File: src/rtl/reg_transfer_sequencer_pkg.sv
// Shared encodings for the register-transfer sequencer.
// Optional feature: REGSEQ_INCDEC_EN makes INC/DEC legal operations.
package reg_transfer_sequencer_pkg;

  typedef enum logic [2:0] {
    OP_LOAD = 3'b000,
    OP_MOV  = 3'b001,
    OP_SWAP = 3'b010,
    OP_CLR  = 3'b011,
    OP_INC  = 3'b100,
    OP_DEC  = 3'b101
  } op_e;

  localparam logic [2:0] FUN_DEC  = 3'b000;
  localparam logic [2:0] FUN_INC  = 3'b001;
  localparam logic [2:0] FUN_LOAD = 3'b010;
  localparam logic [2:0] FUN_CLR  = 3'b011;

  localparam logic [3:0] SEL_NONE = 4'b1111;
  localparam logic [3:0] SEL_S1   = 4'b0111;
  localparam logic [2:0] OUTA_S1  = 3'b100;

  typedef enum logic [2:0] {
    ST_IDLE,
    ST_EXEC,
    ST_SWAP1,
    ST_SWAP2,
    ST_SWAP3
  } state_e;

  function automatic logic op_legal(input logic [2:0] op);
`ifdef REGSEQ_INCDEC_EN
    return op <= 3'(OP_DEC);
`else
    return op <= 3'(OP_CLR);
`endif
  endfunction

endpackage

File: src/rtl/reg_transfer_sequencer_sel.sv
// 2-bit register index to active-low one-cold write enable (bit 3 = R1).
module reg_sel_decoder
  import reg_transfer_sequencer_pkg::*;
(
  input  logic [1:0] idx,
  output logic [3:0] sel
);

  // Clear exactly the enable bit of the addressed register
  always_comb begin
    sel = SEL_NONE ^ (4'b1000 >> idx);
  end

endmodule

File: src/rtl/reg_transfer_sequencer.sv
// Register-transfer sequencer: turns LOAD/MOV/SWAP/CLR(/INC/DEC) requests
// into register-file control sequences. INC/DEC are legal only when
// REGSEQ_INCDEC_EN is defined.
module reg_transfer_sequencer
  import reg_transfer_sequencer_pkg::*;
(
  input  logic        Clock,
  input  logic        Reset,
  input  logic        ReqValid,
  output logic        ReqReady,
  input  logic [2:0]  ReqOp,
  input  logic [1:0]  ReqDst,
  input  logic [1:0]  ReqSrc,
  input  logic [15:0] ReqData,
  input  logic [15:0] RfOutA,
  output logic [15:0] RfI,
  output logic [2:0]  RfFunSel,
  output logic [3:0]  RfRegSel,
  output logic [3:0]  RfScrSel,
  output logic [2:0]  RfOutASel,
  output logic [2:0]  RfOutBSel,
  output logic        Done,
  output logic        Err
);

  state_e      state;
  logic [2:0]  op_q;
  logic [1:0]  dst_q;
  logic [1:0]  src_q;
  logic [15:0] data_q;
  logic        done_q;
  logic        err_q;
  logic [3:0]  dst_sel;
  logic [3:0]  src_sel;

  reg_sel_decoder u_dst_dec (.idx(dst_q), .sel(dst_sel));
  reg_sel_decoder u_src_dec (.idx(src_q), .sel(src_sel));

  assign ReqReady  = (state == ST_IDLE);
  assign Done      = done_q;
  assign Err       = err_q;
  assign RfOutBSel = '0;

  // Sequencer state, request latch and registered completion pulse
  always_ff @(posedge Clock or negedge Reset) begin
    if (!Reset) begin
      state  <= ST_IDLE;
      op_q   <= '0;
      dst_q  <= '0;
      src_q  <= '0;
      data_q <= '0;
      done_q <= 1'b0;
      err_q  <= 1'b0;
    end else begin
      done_q <= 1'b0;
      err_q  <= 1'b0;
      case (state)
        ST_IDLE: begin
          if (ReqValid) begin
            op_q   <= ReqOp;
            dst_q  <= ReqDst;
            src_q  <= ReqSrc;
            data_q <= ReqData;
            if (ReqOp == OP_SWAP) state <= ST_SWAP1;
            else                  state <= ST_EXEC;
          end
        end
        ST_EXEC: begin
          state  <= ST_IDLE;
          done_q <= 1'b1;
          err_q  <= !op_legal(op_q);
        end
        ST_SWAP1: state <= ST_SWAP2;
        ST_SWAP2: state <= ST_SWAP3;
        ST_SWAP3: begin
          state  <= ST_IDLE;
          done_q <= 1'b1;
        end
        default: state <= ST_IDLE;
      endcase
    end
  end

  // Register-file controls decoded from state and the latched request
  always_comb begin
    RfI       = '0;
    RfFunSel  = FUN_LOAD;
    RfRegSel  = SEL_NONE;
    RfScrSel  = SEL_NONE;
    RfOutASel = 3'b000;
    case (state)
      ST_EXEC: begin
        if (op_legal(op_q)) begin
          RfRegSel = dst_sel;
          case (op_q)
            OP_LOAD: RfI = data_q;
            OP_MOV: begin
              RfOutASel = {1'b0, src_q};
              RfI       = RfOutA;
            end
            OP_CLR:  RfFunSel = FUN_CLR;
            OP_INC:  RfFunSel = FUN_INC;
            OP_DEC:  RfFunSel = FUN_DEC;
            default: RfRegSel = SEL_NONE;
          endcase
        end
      end
      ST_SWAP1: begin
        RfOutASel = {1'b0, dst_q};
        RfScrSel  = SEL_S1;
        RfI       = RfOutA;
      end
      ST_SWAP2: begin
        RfOutASel = {1'b0, src_q};
        RfRegSel  = dst_sel;
        RfI       = RfOutA;
      end
      ST_SWAP3: begin
        RfOutASel = OUTA_S1;
        RfRegSel  = src_sel;
        RfI       = RfOutA;
      end
      default: ;
    endcase
  end

endmodule

File: config.mk
export PLATFORM = sky130hd
export DESIGN_NAME = reg_transfer_sequencer
export DESIGN_NICKNAME = d
export VERILOG_FILES = /design/src/rtl/reg_transfer_sequencer_pkg.sv /design/src/rtl/reg_transfer_sequencer_sel.sv /design/src/rtl/reg_transfer_sequencer.sv
export SDC_FILE = /design/constraint.sdc
export NUM_CORES = 1
export LEC_CHECK = 0
export CORE_UTILIZATION = 40
export CTS_CLUSTER_DIAMETER = 30
export DETAILED_ROUTE_END_ITERATION = 6
export HOLD_SLACK_MARGIN = 0.08
export PLACE_DENSITY_LB_ADDON = 0.12
export REMOVE_ABC_BUFFERS = 1
export SLEW_MARGIN = 20
export SYNTH_ARGS = -nofsm -noshare
export SYNTH_HDL_FRONTEND = slang
export SYNTH_SLANG_ARGS = --single-unit
export TNS_END_PERCENT = 100
File: constraint.sdc
create_clock -name Clock -period 2.2 [get_ports Clock]
set_input_delay 0.44 -clock Clock [delete_from_list [all_inputs] [get_ports Clock]]
set_output_delay 0.44 -clock Clock [all_outputs]
set_load 0.02 [all_outputs]
# [Yosys cells after proc, flatten, opt, wreduce, memory -nomap -nowiden]
# Cells that the tools add are included.
[word_totals] register_bits=28 inputBits=42 elab_cells=47
[classes] magnitude_cmp=1 n_eq_ne=10 shifts=2 muxes=18 bitwise=2 reduce_logical=7
[ops] operator="$pmux W16 S2" count=2
[ops] operator="$mux W16" count=1
[ops] operator="$eq A3 B2 Y1 const B" count=4
[ops] operator="$mux W4" count=3
[ops] operator="$pmux W3 S4" count=1
[ops] operator="$pmux W4 S3" count=1
[ops] operator="$mux W2" count=5
[ops] operator="$eq A3 B3 Y1 const B" count=3
[ops] operator="$pmux W3 S3" count=1
[ops] operator="$not A4 Y4" count=2
[ops] operator="$shr A4 B2 Y4 const A" count=2
[ops] operator="$eq A3 B1 Y1 const B" count=2
[ops] operator="$logic_not A3 Y1" count=2
[ops] operator="$pmux W2 S3" count=1
[ops] operator="$reduce_or A5 Y1" count=1
[ops] operator="$le A3 B2 Y1 const B" count=1
[ops] operator="$mux W3" count=1
[ops] operator="$reduce_or A3 Y1" count=1
[ops] operator="$mux W1" count=2
[ops] operator="$ne A2 B2 Y1 const B" count=1
[ops] operator="$reduce_and A2 Y1" count=1
[ops] operator="$reduce_or A2 Y1" count=1
[ops] operator="$logic_not A1 Y1" count=1

# [Depth between registers and ports, before layout]
# Gate-level depths: netlist of run 1.
[logic_depth] depth_word=5 ltp_mapped=6 mapped_depth_nobuf=4

# [Cells and area by module]
# A second synthesis of run 1 with hierarchy kept.
[unflattened] cells_unflattened=133 hier_area_um2=1562.7
[modules_own_cells] module="reg_transfer_sequencer" n_inst=1 cells_each=125 area_per_inst_um2=1517.7 seq_area_each_um2=700.7
[modules_own_cells] module="reg_sel_decoder" n_inst=2 cells_each=4 area_per_inst_um2=22.5 seq_area_each_um2=0.0

# [Worst setup path after synthesis of run 1]
# Ideal clock, no wire load.
[synth_path] path_type="reg2out" startpoint="reg state[2]" endpoint="out RfI[0]" arrival_ns=1.566 required_ns=1.760 setup_slack_ns=0.194 path_stages_with_launch=5 path_buffers=1 cell_sequence="dfrtp_1 or4b_4 nor3_4 buf_6 a22o_1"
[synth_via] elab_chain_len=3 elab_cells_between_ends=6 classes_between="eq/ne (4); mux (1); reduce/logical (1)"
[synth_rtl] item="from (decl)" line="reg_transfer_sequencer.sv:26" source="state_e state;"
[synth_rtl] item="from (signal assigned)" line="reg_transfer_sequencer.sv:47" source="state <= ST_IDLE;"
[synth_rtl] item="from (signal assigned)" line="reg_transfer_sequencer.sv:64" source="if (ReqOp == OP_SWAP) state <= ST_SWAP1;"
[synth_rtl] item="from (signal assigned)" line="reg_transfer_sequencer.sv:65" source="else state <= ST_EXEC;"
[synth_rtl] item="$eq A3 B3 Y1 or $eq A3 B2 Y1 (tied branches)" line="reg_transfer_sequencer.sv:91" source="case (state)"
[synth_rtl] item="$reduce_or A3 Y1 (no line)"
[synth_rtl] item="$pmux W16 S2 *" line="reg_transfer_sequencer.sv:91"
[synth_rtl] item="to (decl)" line="reg_transfer_sequencer.sv:16" source="output logic [15:0] RfI,"
# Mark *: on every way between the ends. The rest lies on a longest branch, timed or not.

# [Worst setup path in the final report of run 1]
[layout_path] startpoint="reg state[2]" endpoint="out RfI[14]"
# Same word-level chain as after synthesis.

==> impl_metrics.json, run 1 <==
{
  "status": "finished with violations",
  "violations": "setup timing",
  "mostFrequentLayoutCells": "clkdlybuf4s50_1, dfrtp_1, mux2_1",
  "grt_pass1_wl_um": 6070,
  "grt_antenna_before_repair": 0,
  "start_util": 0.419,
  "antenna_cells": 0,
  "wl_um": 3810,
  "pin_count": 78,
  "chipHeight_um": 64.0,
  "cts_tree": "done",
  "synth_top_cell_by_area": "dfrtp_1",
  "required_ns": 1.76,
  "dr.pass1.iters": 4,
  "cap_violations": 0,
  "track_usage": 0.193,
  "dp_hpwl_um": 2830,
  "clockRootBuffer": "clkbuf_8",
  "detail-route-antenna-nets": 0,
  "port_buffers": 69,
  "dp_slack_ns": -0.281,
  "ir_drop_mv": 0.528,
  "total_power_mw": 2.16,
  "clock_sinks": 28,
  "grt_remaining_overflow": 0,
  "synth_seq_area_share": 0.456,
  "final_common_cell": "clkdlybuf4s50_1",
  "syn_inst": 133,
  "finClkSkew_ns": 0.00295,
  "fillers": 295,
  "wire_per_inst_um": 14.2,
  "synth.top_cell.area_share": 0.456,
  "fin_nets": 263,
  "cp.arrival_ns": 1.96,
  "finalSetupTns_ns": -2.86,
  "rows": 22,
  "gp_congestion": 0.808,
  "drcViolationCount": 0,
  "hold_viol": 0,
  "rsz0062_at_grt": "true",
  "min_period_over_period": 1.09,
  "dieArea_um2": 4090,
  "place_area_um2": 2350,
  "fin_crit_ns": 2.40,
  "drive_gt1_frac": 0.268,
  "syn_area_um2": 1540,
  "crit_type": "flop to output pin",
  "synth_edf_count": 0,
  "hold_class": "flop to flop",
  "cts_buffer_depth": 2,
  "grt_pass1_vias": 1367,
  "crit_path_end_kind": "output pin",
  "postSynthAreaPerCell_um2": 11.5,
  "async_flop_share": 1.00,
  "leakagePower_nw": 1.10,
  "r2r_cells": 7,
  "finalSetupViolCount": 16,
  "die_w_um": 64.0,
  "clk_pin_slew_ns": 0.09,
  "design_area_um2": 2480,
  "cts_htree_levels": 1,
  "slew_viol_final": 0,
  "via_per_inst": 4.99,
  "vias": 1337,
  "worstSkewPairLatency_ns": 0.28,
  "path_max_fanout": 7,
  "yosysUniqueCellTypes": 30,
  "synth_warnings": 0,
  "regArea_um2": 701,
  "drt-initial-drc-count": 79,
  "multi_input_area_um2": 768,
  "fmax_ghz": 0.416,
  "core-area_um2": 3660,
  "grt_max_degree": 29,
  "areaGrowthSynthToFinish_pct": 61.7,
  "synth_flop_cell": "dfrtp_1",
  "worst_slack_ns": -0.204,
  "p_per_area_nw_per_um2": 869,
  "holdPathStages": 1,
  "fin_hold_ws_ns": 0.503,
  "ys_seq_elements": 28,
  "cp-start-kind": "flop",
  "cts_made_buffers": 3,
  "yosys-top-cells-area": "dfrtp_1, mux2_1, a22o_1, buf_4, nor2b_1"
}
-- where the power goes --
group / switching (mW) / internal, mW
Combinational: 0.491 / 0.558
Sequential: 0.112 / 0.678
Clock: 0.159 / 0.160
Total: 0.762 / 1.40
-- Yosys cell counts (all sizes together) (3+ instances only) --
| master | count |
|---|---|
| a22oi | 3 |
| mux2 | 25 |
| nor3 | 4 |
| nand2 | 6 |
| dfrtp | 28 |
| nor2b | 8 |
| buf | 14 |
| nor2 | 4 |
| a22o | 16 |
-- per-stage QoR --
stage | std cells | utilization
4_1_cts | 264 | 0.662
3_3_place_gp | 259 | 0.641
5_1_grt | 268 | 0.678
6_report | 268 | 0.678
3_5_place_dp | 259 | 0.641
2_1_floorplan | 123 | -
-- repair_timing --
item | CTS | global route
hold buffers | 0 | 0
pin swaps | 1 | 17
setup endpoints to repair | 25 | 24
gates resized for setup | 72 | 66
buffers inserted | 1 | 2
cloned | 0 | 2
-- per-layer routing --
metal,global-route usage,routed length [µm],up-vias
met2,0.359,2040,45
met3,0.0411,206,6
met5,0,0,-
met4,0.0710,55,0
met1,0.213,1500,650
li1,-,-,636
-- cells by family (layout without fill, tap and decap cells) --
group | count (synthesis) | in the layout | synth area share
AO/OA/AOI/OAI | 28 | 28 | 0.146
buffers and inverters | 18 | 99 | 0.0799
flip-flops | 28 | 28 | 0.456
multiplexers | 25 | 25 | 0.183
other | 2 | 8 | 0.00489
AND/OR/NAND/NOR | 32 | 32 | 0.130
-- sequential cells by signal, summed over array words and instances, names as in the netlist --
signal	flops
data_q	16
Err	1
state	3
op_q	3
Done	1
dst_q	2
src_q	2
-- path summary, 6_finish.rpt --
check	from	end	slack, ns
max in group asynchronous	Reset	op_q[2]$_DFFE_PN0P_	1.40
min	data_q[0]$_DFFE_PN0P_	data_q[0]$_DFFE_PN0P_	0.50
min reg2reg	data_q[0]$_DFFE_PN0P_	data_q[0]$_DFFE_PN0P_	0.50
max reg2reg	state[2]$_DFFE_PN0P_	data_q[2]$_DFFE_PN0P_	0.30
min in group asynchronous	Reset	data_q[1]$_DFFE_PN0P_	0.53
max	state[2]$_DFFE_PN0P_	RfI[14]	-0.20
-- critical path, cell delays in order (launching register included) --
cell     delay, ns
dfrtp_1       0.39
or4b_4        0.56
nor3_4        0.28
buf_6         0.17
a22o_1        0.16
buf_6         0.12
-- cell type report --
class | instances | share of cell area
multi-input combinational | 93 | 0.309
tap | 48 | 0.0242
timing repair buffer | 93 | 0.359
inverter | 2 | 0.00302
clock buffer | 4 | 0.0222
sequential | 28 | 0.282
Note: power is estimated with default switching activity, not from simulation.
==> run 2: changes to the inputs <==
- CAP_MARGIN: default -> 20
==> results of run 2 <==
Same layout as run 1: the final DEF is identical, and so are final timing and power.
